`src/rtl/mmio_arb_pkg.sv`:
```
// mmio_arb_pkg
// Shared types and constants for the two-master MMIO arbiter.
//   state_t      : arbiter FSM states (IDLE -> ISSUE -> ACK -> IDLE)
//   master_id_t  : 1-bit master index (0 = sys_bridge, 1 = second master)
//   lock_owner_t : lock owner id plus valid flag
package mmio_arb_pkg;

    localparam int MMIO_ADDR_W = 21;
    localparam int MMIO_DATA_W = 32;

    typedef enum logic [1:0] {
        IDLE  = 2'd0,
        ISSUE = 2'd1,
        ACK   = 2'd2
    } state_t;

    typedef logic master_id_t;

    localparam master_id_t MASTER_0 = 1'b0;
    localparam master_id_t MASTER_1 = 1'b1;

    typedef struct packed {
        logic       valid;
        master_id_t id;
    } lock_owner_t;

endpackage

```
`src/rtl/arb_rr2.sv`:
```
// arb_rr2
// Combinational two-way round-robin pick with lock override.
// Ports:
//   req0, req1  : requests from master 0 / master 1
//   last_gnt    : master granted most recently
//   lock_valid  : a lock owner exists
//   lock_owner  : id of the lock owner (meaningful when lock_valid)
//   gnt_valid   : a winner was picked this cycle
//   gnt_id      : id of the winner (meaningful when gnt_valid)
module arb_rr2
    import mmio_arb_pkg::*;
(
    input  logic       req0,
    input  logic       req1,
    input  master_id_t last_gnt,
    input  logic       lock_valid,
    input  master_id_t lock_owner,
    output logic       gnt_valid,
    output master_id_t gnt_id
);

    always_comb begin
        gnt_valid = 1'b0;
        gnt_id    = MASTER_0;
        if (lock_valid) begin
            // While locked only the owner is eligible; the other master waits.
            gnt_id    = lock_owner;
            gnt_valid = (lock_owner == MASTER_1) ? req1 : req0;
        end else if (req0 && req1) begin
            // Tie: the master not granted last time wins.
            gnt_valid = 1'b1;
            gnt_id    = ~last_gnt;
        end else if (req0) begin
            gnt_valid = 1'b1;
            gnt_id    = MASTER_0;
        end else if (req1) begin
            gnt_valid = 1'b1;
            gnt_id    = MASTER_1;
        end
    end

endmodule

```
`src/rtl/mmio_arbiter.sv`:
```
// mmio_arbiter
// Shares the single mmio_top slave port between two bus masters using
// round-robin arbitration with an optional lock for atomic sequences.
// Every downstream strobe, address and write-data output is registered.
// Ports:
//   clk, reset_n                  : clock, asynchronous active-low reset
//   mN_req/wr/lock/addr/wr_data   : master N request and attributes
//   mN_ack                        : one-cycle completion pulse to master N
//   mN_rd_data                    : master N read result, held until its next ack
//   mmio_cs/wr/rd/addr/wr_data    : registered downstream access
//   mmio_rd_data                  : combinational slave read data
//
// Handshake: a master raises req with wr/lock/addr/wr_data stable and keeps
// it high until it samples ack = 1; it drops req on that same edge. Any req
// seen high while the arbiter is in IDLE is a new transaction. A transaction
// is IDLE (grant) -> ISSUE (one strobe cycle) -> ACK (ack pulse) -> IDLE.
module mmio_arbiter
    import mmio_arb_pkg::*;
#(
    parameter int ADDR_W = MMIO_ADDR_W,
    parameter int DATA_W = MMIO_DATA_W
) (
    input  logic              clk,
    input  logic              reset_n,
    input  logic              m0_req,
    input  logic              m1_req,
    input  logic              m0_wr,
    input  logic              m1_wr,
    input  logic              m0_lock,
    input  logic              m1_lock,
    input  logic [ADDR_W-1:0] m0_addr,
    input  logic [ADDR_W-1:0] m1_addr,
    input  logic [DATA_W-1:0] m0_wr_data,
    input  logic [DATA_W-1:0] m1_wr_data,
    output logic              m0_ack,
    output logic              m1_ack,
    output logic [DATA_W-1:0] m0_rd_data,
    output logic [DATA_W-1:0] m1_rd_data,
    output logic              mmio_cs,
    output logic              mmio_wr,
    output logic              mmio_rd,
    output logic [ADDR_W-1:0] mmio_addr,
    output logic [DATA_W-1:0] mmio_wr_data,
    input  logic [DATA_W-1:0] mmio_rd_data
);

    state_t      state;
    state_t      state_next;
    master_id_t  last_gnt;
    master_id_t  gnt_id_q;
    logic        lock_bit_q;
    lock_owner_t lock_q;

    logic        gnt_valid;
    master_id_t  gnt_id;

    logic              sel_wr;
    logic              sel_lock;
    logic [ADDR_W-1:0] sel_addr;
    logic [DATA_W-1:0] sel_wr_data;

    arb_rr2 u_pick (
        .req0       (m0_req),
        .req1       (m1_req),
        .last_gnt   (last_gnt),
        .lock_valid (lock_q.valid),
        .lock_owner (lock_q.id),
        .gnt_valid  (gnt_valid),
        .gnt_id     (gnt_id)
    );

    // Winner's attributes, captured into the downstream registers on grant.
    always_comb begin
        sel_wr      = m0_wr;
        sel_lock    = m0_lock;
        sel_addr    = m0_addr;
        sel_wr_data = m0_wr_data;
        if (gnt_id == MASTER_1) begin
            sel_wr      = m1_wr;
            sel_lock    = m1_lock;
            sel_addr    = m1_addr;
            sel_wr_data = m1_wr_data;
        end
    end

    // FSM state register.
    always_ff @(posedge clk or negedge reset_n) begin
        if (!reset_n) begin
            state <= IDLE;
        end else begin
            state <= state_next;
        end
    end

    // FSM next-state logic.
    always_comb begin
        state_next = state;
        case (state)
            IDLE:    if (gnt_valid) state_next = ISSUE;
            ISSUE:   state_next = ACK;
            ACK:     state_next = IDLE;
            default: state_next = IDLE;
        endcase
    end

    // Datapath and registered outputs. Strobes and acks default low each
    // cycle and are set only for the single cycle that follows the edge.
    always_ff @(posedge clk or negedge reset_n) begin
        if (!reset_n) begin
            mmio_cs      <= 1'b0;
            mmio_wr      <= 1'b0;
            mmio_rd      <= 1'b0;
            mmio_addr    <= '0;
            mmio_wr_data <= '0;
            m0_ack       <= 1'b0;
            m1_ack       <= 1'b0;
            m0_rd_data   <= '0;
            m1_rd_data   <= '0;
            last_gnt     <= MASTER_1;
            gnt_id_q     <= MASTER_0;
            lock_bit_q   <= 1'b0;
            lock_q       <= '0;
        end else begin
            mmio_cs <= 1'b0;
            mmio_wr <= 1'b0;
            mmio_rd <= 1'b0;
            m0_ack  <= 1'b0;
            m1_ack  <= 1'b0;
            case (state)
                IDLE: begin
                    if (gnt_valid) begin
                        gnt_id_q     <= gnt_id;
                        last_gnt     <= gnt_id;
                        lock_bit_q   <= sel_lock;
                        mmio_cs      <= 1'b1;
                        mmio_wr      <= sel_wr;
                        mmio_rd      <= ~sel_wr;
                        mmio_addr    <= sel_addr;
                        mmio_wr_data <= sel_wr_data;
                    end
                end
                ISSUE: begin
                    // Slave data is valid while mmio_rd is asserted.
                    if (mmio_rd) begin
                        if (gnt_id_q == MASTER_1) begin
                            m1_rd_data <= mmio_rd_data;
                        end else begin
                            m0_rd_data <= mmio_rd_data;
                        end
                    end
                    m0_ack <= (gnt_id_q == MASTER_0);
                    m1_ack <= (gnt_id_q == MASTER_1);
                end
                ACK: begin
                    if (lock_bit_q) begin
                        lock_q.valid <= 1'b1;
                        lock_q.id    <= gnt_id_q;
                    end else begin
                        lock_q <= '0;
                    end
                end
                default: ;
            endcase
        end
    end

endmodule

```
`config.mk`:
```
export PLATFORM = sky130hd
export DESIGN_NAME = mmio_arbiter
export DESIGN_NICKNAME = d
export VERILOG_FILES = /design/src/rtl/mmio_arb_pkg.sv /design/src/rtl/arb_rr2.sv /design/src/rtl/mmio_arbiter.sv
export SDC_FILE = /design/constraint.sdc
export NUM_CORES = 1
export LEC_CHECK = 0
export ABC_AREA = 1
export BUFFER_PORTS_ARGS = -buffer_cell sky130_fd_sc_hd__buf_2
export CORE_MARGIN = 4
export CORE_UTILIZATION = 47
export DETAILED_ROUTE_END_ITERATION = 12
export PLACE_DENSITY = 0.92
export SYNTH_ARGS = -nofsm -noshare
export SYNTH_HDL_FRONTEND = slang
export SYNTH_HIERARCHICAL = 1
export SYNTH_SLANG_ARGS = --single-unit
export TNS_END_PERCENT = 50
```
`constraint.sdc`:
```
create_clock -name clk -period 1.8 [get_ports clk]
set_input_delay 0.09 -clock clk [delete_from_list [all_inputs] [get_ports clk]]
set_output_delay 0.09 -clock clk [all_outputs]
set_load 0.005 [all_outputs]
```
## After elaboration in Yosys (flattened, before gate mapping)

Cells that the tools add are included.

- Muxes and demuxes: 23
- Reduce and logical (&&, ||, !) cells: 5
- Equal/unequal tests: 3
- Bitwise gates (word level): 3

Operators with widths:

| kind | number |
|---|---|
| $mux 32 | 1 |
| $mux 21 | 1 |
| $mux 1 | 18 |
| $reduce_and 3->1 | 2 |
| $mux 2 | 2 |
| $pmux 2 s2 | 1 |
| $not 1->1 | 3 |
| $eq 2x1->1 const B | 1 |
| $eq 2x2->1 const B | 1 |
| $logic_not 2->1 | 1 |
| $ne 2x2->1 const B | 1 |
| $reduce_and 2->1 | 1 |
| $logic_and 1x1->1 | 1 |

- Logic and storage cells: 49
- Input port bits: 146
- Output and inout port bits: 122
- Flip-flop bits (word level): 129

## Logic depth before layout (Yosys ltp)

Gate-level depths: netlist of run 1.

- Depth after elaboration: 8
- Depth in mapped cells: 10
- Mapped depth without buffers: 8

## By module

The synthesis of run 1 kept the hierarchy.

By module, submodules not included:

| module | area an instance (um^2) | times used | cells each |
|---|---|---|---|
| mmio_arbiter | 5674.2 | 1 | 720 |
| arb_rr2 | 38.8 | 1 | 10 |

## Worst setup path after synthesis of run 1

Ideal clock, no wire load.

- Path kind: flip-flop to flip-flop
- Start: register last_gnt
- End: register mmio_addr[13]
- Data arrival time: 1.282 ns
- Data required time: 1.735 ns
- Setup time: 0.065 ns
- Cell stages (with the launch flop): 10
- Slack: 0.453 ns
- Cells stage by stage: dfstp_2 -> nand2_1 -> nand3_1 -> nand2_1 -> inv_2 -> clkbuf_1 -> nand2_1 -> nand2_1 -> nand2_1 -> nand2_1

- Longest elaborated chain between the ends: 4

Ends and longest elaborated chain:

| element | RTL line | source |
|---|---|---|
| start, declared | mmio_arbiter.sv:49 | `master_id_t last_gnt;` |
| start signal, assigned | mmio_arbiter.sv:133 | `last_gnt <= gnt_id;` |
| $not 1->1 | arb_rr2.sv:32 | `gnt_id = ~last_gnt;` |
| $mux 1 | arb_rr2.sv:29 | `end else if (req0 && req1) begin` |
| $mux 1 | arb_rr2.sv:25 | `if (lock_valid) begin` |
| named net gnt_id | mmio_arbiter.sv:55 | `master_id_t gnt_id;` |
| $mux 21 | mmio_arbiter.sv:78 | `if (gnt_id == MASTER_1) begin` |
| end signal, assigned | mmio_arbiter.sv:138 | `mmio_addr <= sel_addr;` |
| end, declared | mmio_arbiter.sv:42 | `output logic [ADDR_W-1:0] mmio_addr,` |

The timed path passes the listed nets, and every way through them passes these cells.
A chain may end at the register's enable or synchronous reset.

## Worst setup path after layout of run 1

- Start: register lock_q[1] (netlist name)
- End: register mmio_wr_data[9]

- Longest elaborated chain between the ends: 2
- Elaborated cells between the ends (all ways): 4
- Classes of those cells: mux: 3; reduce/logical: 1

Ends and longest elaborated chain:

| element | RTL line | source |
|---|---|---|
| start, declared | mmio_arbiter.sv:52 | `lock_owner_t lock_q;` |
| $mux 1 | arb_rr2.sv:25 |  |
| named net gnt_id | mmio_arbiter.sv:55 |  |
| $mux 32 | mmio_arbiter.sv:78 |  |
| end signal, assigned | mmio_arbiter.sv:139 | `mmio_wr_data <= sel_wr_data;` |
| end, declared | mmio_arbiter.sv:43 | `output logic [DATA_W-1:0] mmio_wr_data,` |

The timed path passes the listed nets, and every way through them passes these cells.

==> results of run 1 <==
## power groups by stage
stage | logic, W | clock network (W) | registers [W]
6_report | 0.00569 | 0.00365 | 0.00522
3_3_place_gp | 0.00492 | 0 | 0.00511
2_1_floorplan | 0.00280 | 0 | 0.00520
3_5_place_dp | 0.00511 | 0 | 0.00514
4_1_cts | 0.00534 | 0.00367 | 0.00514
5_1_grt | 0.00625 | 0.00382 | 0.00537
## final timing paths
kind                       slack [ns]          endpoint           from
setup / recovery                 0.07   mmio_wr_data[9]      lock_q[1]
hold / removal                   0.02     mmio_addr[17]    m1_addr[17]
setup reg to reg                 0.07   mmio_wr_data[9]      lock_q[1]
hold reg to reg                  0.47     m0_rd_data[5]  m0_rd_data[5]
max in group asynchronous        0.94  mmio_wr_data[18]        reset_n
min in group asynchronous        0.25     m0_rd_data[0]        reset_n
## worst min-delay path, delay by kind of cell
family	cells	cell delay, ns
AND/OR/NAND/NOR	4	0.21
buffers and inverters	1	0.08
## area by class of cell
type                       count  area, sq um  area share (%)
sequential                   129         3230            35.5
timing repair buffer         414         2850            31.3
multi-input combinational    553         2170            23.8
clock buffer                  17          425            4.68
clock inverter                15          206            2.27
tap                          147          184            2.02
inverter                      10         37.5           0.413
## registers in the layout, summed over array words and instances, names as in the netlist
name and cells:
m1_ack 1, state 2, lock_bit_q 1, m0_ack 1, lock_q 2, mmio_wr_data 32
mmio_wr 1, mmio_addr 21, m0_rd_data 32, mmio_rd 1, mmio_cs 1, m1_rd_data 32
gnt_id_q 1, last_gnt 1
## per-stage QoR
step                setup slack, ns  std cells  power (W)  area (sq um)
floorplan                     0.453        730    0.00800          5710
global route                 0.0115       1285     0.0154          9100
CTS                           0.168       1285     0.0142          9100
detailed placement            0.182       1117     0.0102          7110
global placement              0.266       1117     0.0100          7110
finish                       0.0684       1285     0.0146          9100
## routing by layer
layer / vias to the layer above / GRT usage, % / routed length, microns / part of all wire, %
li1: 2999 / - / - / -
met4: 0 / 15.3 / 1120 / 5.0
met2: 574 / 52.4 / 10700 / 48
met5: - / 0 / 0 / 0
met3: 106 / 8.71 / 2530 / 11
met1: 3156 / 38.8 / 7970 / 36
## cells in the final DEF, fill, tap and decap left out, types with 3 or more instances in the layout
master | synthesis | routed
inv_6 | 0 | 3
inv_2 | 3 | 3
buf_2 | 13 | 266
dfrtp_1 | 128 | 128
bufinv_16 | 0 | 4
inv_1 | 7 | 7
clkinv_4 | 0 | 4
clkbuf_16 | 0 | 17
nor2_1 | 5 | 5
buf_12 | 0 | 5
nand3_1 | 35 | 35
nand2_1 | 502 | 501
buf_4 | 4 | 6
nor2_4 | 3 | 4
dlygate4sd3_1 | 0 | 136
nand2_2 | 4 | 5
## synth_stat cells (all sizes together)
master	count	area [sq um]
dfstp	1	26.3
dfrtp	128	3200
inv	10	37.5
nand3	35	175
o21ai	2	10.0
clkbuf	6	22.5
nor2	9	58.8
buf	32	264
and2	1	6.26
nand2	506	1910
## kinds of logic (layout without fill, tap and decap cells)
kind of cell / count (synthesis) / in the layout / synth area share [%]
buffers and inverters: 48 / 456 / 5.67
and+or+nand+nor: 551 / 551 / 37.6
AOI/OAI and AO/OA: 2 / 2 / 0.175
DFF: 129 / 129 / 56.5
## repair_timing
item                                   4_1_cts  5_1_grt
setup endpoints to repair                    0        0
endpoints found under the hold margin      177        0
resized for setup                            0        0
hold buffers                               136        0
==> results_dict.tcl, run 1 <==
set metrics [dict create \
    status "finished, final reports clean" \
    relSlewSlack_pct 55.2 \
    syn_to_final_growth_pct 59.3 \
    slowest_stage "buf_4" \
    cap_violations 0 \
    vias 6835 \
    io_buffers 267 \
    rsz0062_at_grt "no" \
    wirelength_microns 22300 \
    remaining_drc_errors 0 \
    syn_area_sq_um 5710 \
    dieArea_sq_um 14000 \
    syn_inst 730 \
    place_congestion 0.858 \
    wl_per_cell_microns 17.3 \
    initial_utilization_pct 47.8 \
    ant_nets 0 \
    n_fill_cell 719 \
    cts.sinks 129 \
    ir_drop_mv 0.631 \
    crit_family "simple AND/OR/NAND/NOR gates" \
    comb_power_share_pct 39.1 \
    path_clk_slew_ns 0.06 \
    cts_tree "done" \
    grt_pass1_vias 6924 \
    worst_pin_slew_ns 0.669 \
    leakagePower_nw 5.16 \
    fmax_ghz 0.578 \
    dr.pass1.iters 6 \
    core_sq_um 12000 \
    synth.distinct_cells 16 \
    crit_required_ns 2.14 \
    gr-total-overflow 0 \
    slew_viol_final 0 \
    finClkSkew_ns 0.0120 \
    critical_path_buf_inv_count 2 \
    drive_gt1_share_pct 28.4 \
    grt_max_degree 63 \
    grtUsageTotal_pct 31.9 \
    ys_seq_elements 129 \
    cts_buffers 17 \
    finalSetupViolCount 0 \
    htreeDepth 4 \
    cp-end-kind "flip-flop" \
    critPathLaunchType "flip-flop" \
    postCtsSetupRepairBufs 0 \
    switching_share_pct 38.7 \
    num_antenna_cells 0 \
    grt_pass1_wl_microns 35800 \
    num_io_pins 268 \
    crit_top_cell "nand2_1" \
    drt_iter0_markers 793 \
    seq_power_share_pct 35.8 \
    ys_warn_count 6 \
    insertion_delay_ns 0.40 \
    max_stage_delay_ns 0.48 \
    period_needed_ns 1.73 \
    ys_seq_area_share_pct 56.5 \
    min_period_over_period_pct 96.2 \
    cp.arrival_ns 2.07 \
    cp.depth 8 \
    nets 1271 \
    final_hold_viol_count 0 \
    ff2ff_path_depth 8 \
    p_int_w 0.00892 \
    path_max_fanout 57 \
    holdWs_ns 0.0216 \
    syn_nets 876 \
    clkPwrFrac_pct 25.1 \
    hp-class "in -> reg" \
    hpwl_microns 11200 \
    hold_depth 5 \
    avgSynthCellArea_sq_um 7.83 \
    antenna_found_initial 0 \
    clk_path_buf_depth 2 \
    num_rows 40 \
    cts-root-buf "clkbuf_16" \
    p_per_area_nw_per_um2 1600 \
    crit_type "reg -> reg" \
    die_w_microns 118 \
    netSwitchingPower_w 0.00564 \
    routed_via_density 5.32 \
    chipHeight_microns 118 \
    crit_chain "inv_1, nand3_1, nand2_2, buf_4, nand2_1, nand2_1, nand2_1, nand2_1" \
    setup_tns_ns 0 \
    final_core_util_pct 76.1 \
]
No activity file was read; power rests on OpenSTA's default activity.
==> inputs of run 2 (changes only) <==
CORE_UTILIZATION = 42   (was 47)
PLACE_DENSITY = 0.87   (was 0.92)
SETUP_SLACK_MARGIN = 0.3   (was default)
clock period = 1.5 ns   (was 1.8 ns; I/O delays follow)
==> run 2 against run 1 <==
Net effect: the run now ends with setup timing left; first-iteration DRC count increased by 4.9%; critical path depth increased by 2; setup slack lost 0.27 ns; largest cell class is now buffers.
==> results_dict.tcl, run 2 (synthesis gave the netlist of run 1 again) <==
set metrics [dict create \
    worst_pin_slew_ns 0.436 \
    critical_path_buf_inv_count 4 \
    antenna_found_initial 4 \
    core_sq_um 13300 \
    grt_pass1_vias 7190 \
    crit_type "reg -> reg" \
    crit_top_cell "nand2_2" \
    clkPwrFrac_pct 18.7 \
    die_w_microns 125 \
    drt_iter0_markers 832 \
    comb_power_share_pct 49.9 \
    crit_family "simple AND/OR/NAND/NOR gates" \
    fmax_ghz 0.589 \
    hpwl_microns 11700 \
    hp-class "in -> reg" \
    cts_buffers 17 \
    cts.sinks 129 \
    remaining_drc_errors 0 \
    layout_common_cells "nand2_1 (290), buf_2 (266), nand2_2 (140), dlygate4sd3_1 (140), dfrtp_1 (125)" \
    insertion_delay_ns 0.41 \
    htreeDepth 4 \
    path_max_fanout 7 \
    power.total_w 0.0215 \
    path_clk_slew_ns 0.07 \
    rsz0062_at_grt "yes" \
    period_needed_ns 1.70 \
    dp.cells 1152 \
    initial_utilization_pct 43.0 \
    slew_viol_final 0 \
    setup_tns_ns -4.07 \
    placed_area_sq_um 7260 \
    final_common_cell "nand2_1" \
    wirelength_microns 30300 \
    finClkSkew_ns 0.0104 \
    p_per_area_nw_per_um2 2000 \
    final_core_util_pct 81.0 \
    slowest_stage "dfrtp_1" \
    stdcell_area_sq_um 10800 \
    cp-end-kind "flip-flop" \
    num_io_pins 268 \
    register_area_sq_um 3230 \
    io_buffers 267 \
    cts_tree "done" \
    grtUsageTotal_pct 31.1 \
    dieArea_sq_um 15500 \
    gr-total-overflow 0 \
    switching_share_pct 43.4 \
    num_rows 42 \
    vias 7673 \
    finalSetupViolCount 58 \
    fin_ws_ns -0.197 \
    max_stage_delay_ns 0.46 \
    layoutNonFillerInstCount 1356 \
    clk_path_buf_depth 2 \
    routed_via_density 5.66 \
    wl_per_cell_microns 22.3 \
    p_int_w 0.0122 \
    relSlewSlack_pct 70.8 \
    leakagePower_nw 5.78 \
    ir_drop_mv 1.08 \
    min_period_over_period_pct 113 \
    place_congestion 0.852 \
    failed_checks "setup timing" \
    drive_gt1_share_pct 48.9 \
    cap_violations 0 \
    multi_input_area_sq_um 3100 \
    dr.pass1.iters 7 \
    n_fill_cell 658 \
    grt_max_degree 49 \
    final_hold_viol_count 0 \
    crit_chain "buf_6, nand2_2, nand2_2, nand2_2, inv_2, nor2_4, buf_12, clkbuf_16, nand2_1, nand2_1" \
    crit_required_ns 1.84 \
    cp.arrival_ns 2.04 \
    netSwitchingPower_w 0.00931 \
    reg_top3 "m0_rd_data: 32 flops, m1_rd_data: 32 flops, mmio_wr_data: 32 flops" \
    status "finished, violations left" \
    cts-root-buf "clkbuf_16" \
    critPathLaunchType "flip-flop" \
    grt_pass1_wl_microns 38400 \
    seq_power_share_pct 31.4 \
    ant_nets 0 \
    syn_to_final_growth_pct 88.4 \
    nets 1311 \
    chipHeight_microns 125 \
]
==> run 2: timing repair <==
| item | CTS | global route |
|---|---|---|
| hold endpoints to repair | 249 | 0 |
| resized for setup | 23 | 297 |
| pin swaps | 7 | 126 |
| buffers inserted | 8 | 5 |
| hold buffers | 140 | 0 |
| cloned | 6 | 11 |
| setup endpoints to repair | 119 | 120 |
==> run 2: tightest hold or removal path: cells and delay by family <==
family | cells | cell delay [ns]
buffers and inverters | 1 | 0.08
AND/OR/NAND/NOR | 4 | 0.35
==> run 2: area by class of cell <==
cell class              count  share of cell area [%]
repair buffers            454                    33.5
flip-flops and latches    129                    30.0
multi-input cells         553                    28.8
clock buffers              17                    3.95
well taps                 176                    2.05
clock inverters            15                    1.26
inverters                  10                   0.419
diodes                      2                  0.0465
==> run 2: stage by stage <==
stage | worst slack (ns) | hold WS, ns
global route | -0.270 | 0.130
detailed placement | 0.0676 | 0.0193
floorplan | 0.248 | -0.221
finish | -0.197 | 0.134
CTS | 0.148 | 0.0104
global placement | 0.113 | 0.0197
==> run 2: power groups by stage <==
stage	sequential (W)	clock [W]	combinational [W]
2_1_floorplan	0.00624	0	0.00345
3_3_place_gp	0.00612	0	0.00621
3_5_place_dp	0.00613	0	0.00643
4_1_cts	0.00613	0.00399	0.00739
5_1_grt	0.00686	0.00420	0.0113
6_report	0.00674	0.00401	0.0107
==> run 2: worst paths after layout <==
check                                from                to  slack [ns]  depth (start not counted)
min                        m1_wr_data[19]  mmio_wr_data[19]        0.13                          5
max                             lock_q[1]   mmio_wr_data[5]       -0.20                         10
min in group asynchronous         reset_n     m1_rd_data[9]        0.18                          2
min reg2reg                m0_rd_data[22]    m0_rd_data[22]        0.48                          2
max reg2reg                     lock_q[1]   mmio_wr_data[5]       -0.20                         10
max in group asynchronous         reset_n    m1_rd_data[10]        0.70                          3
==> run 2: per-layer routing <==
layer	vias to the layer above	GRT usage, %	wire length (microns)
li1	3094	-	-
met1	3497	36.8	10100
met2	810	50.5	13900
met3	270	8.75	3610
met4	2	18.0	2690
met5	-	0	13
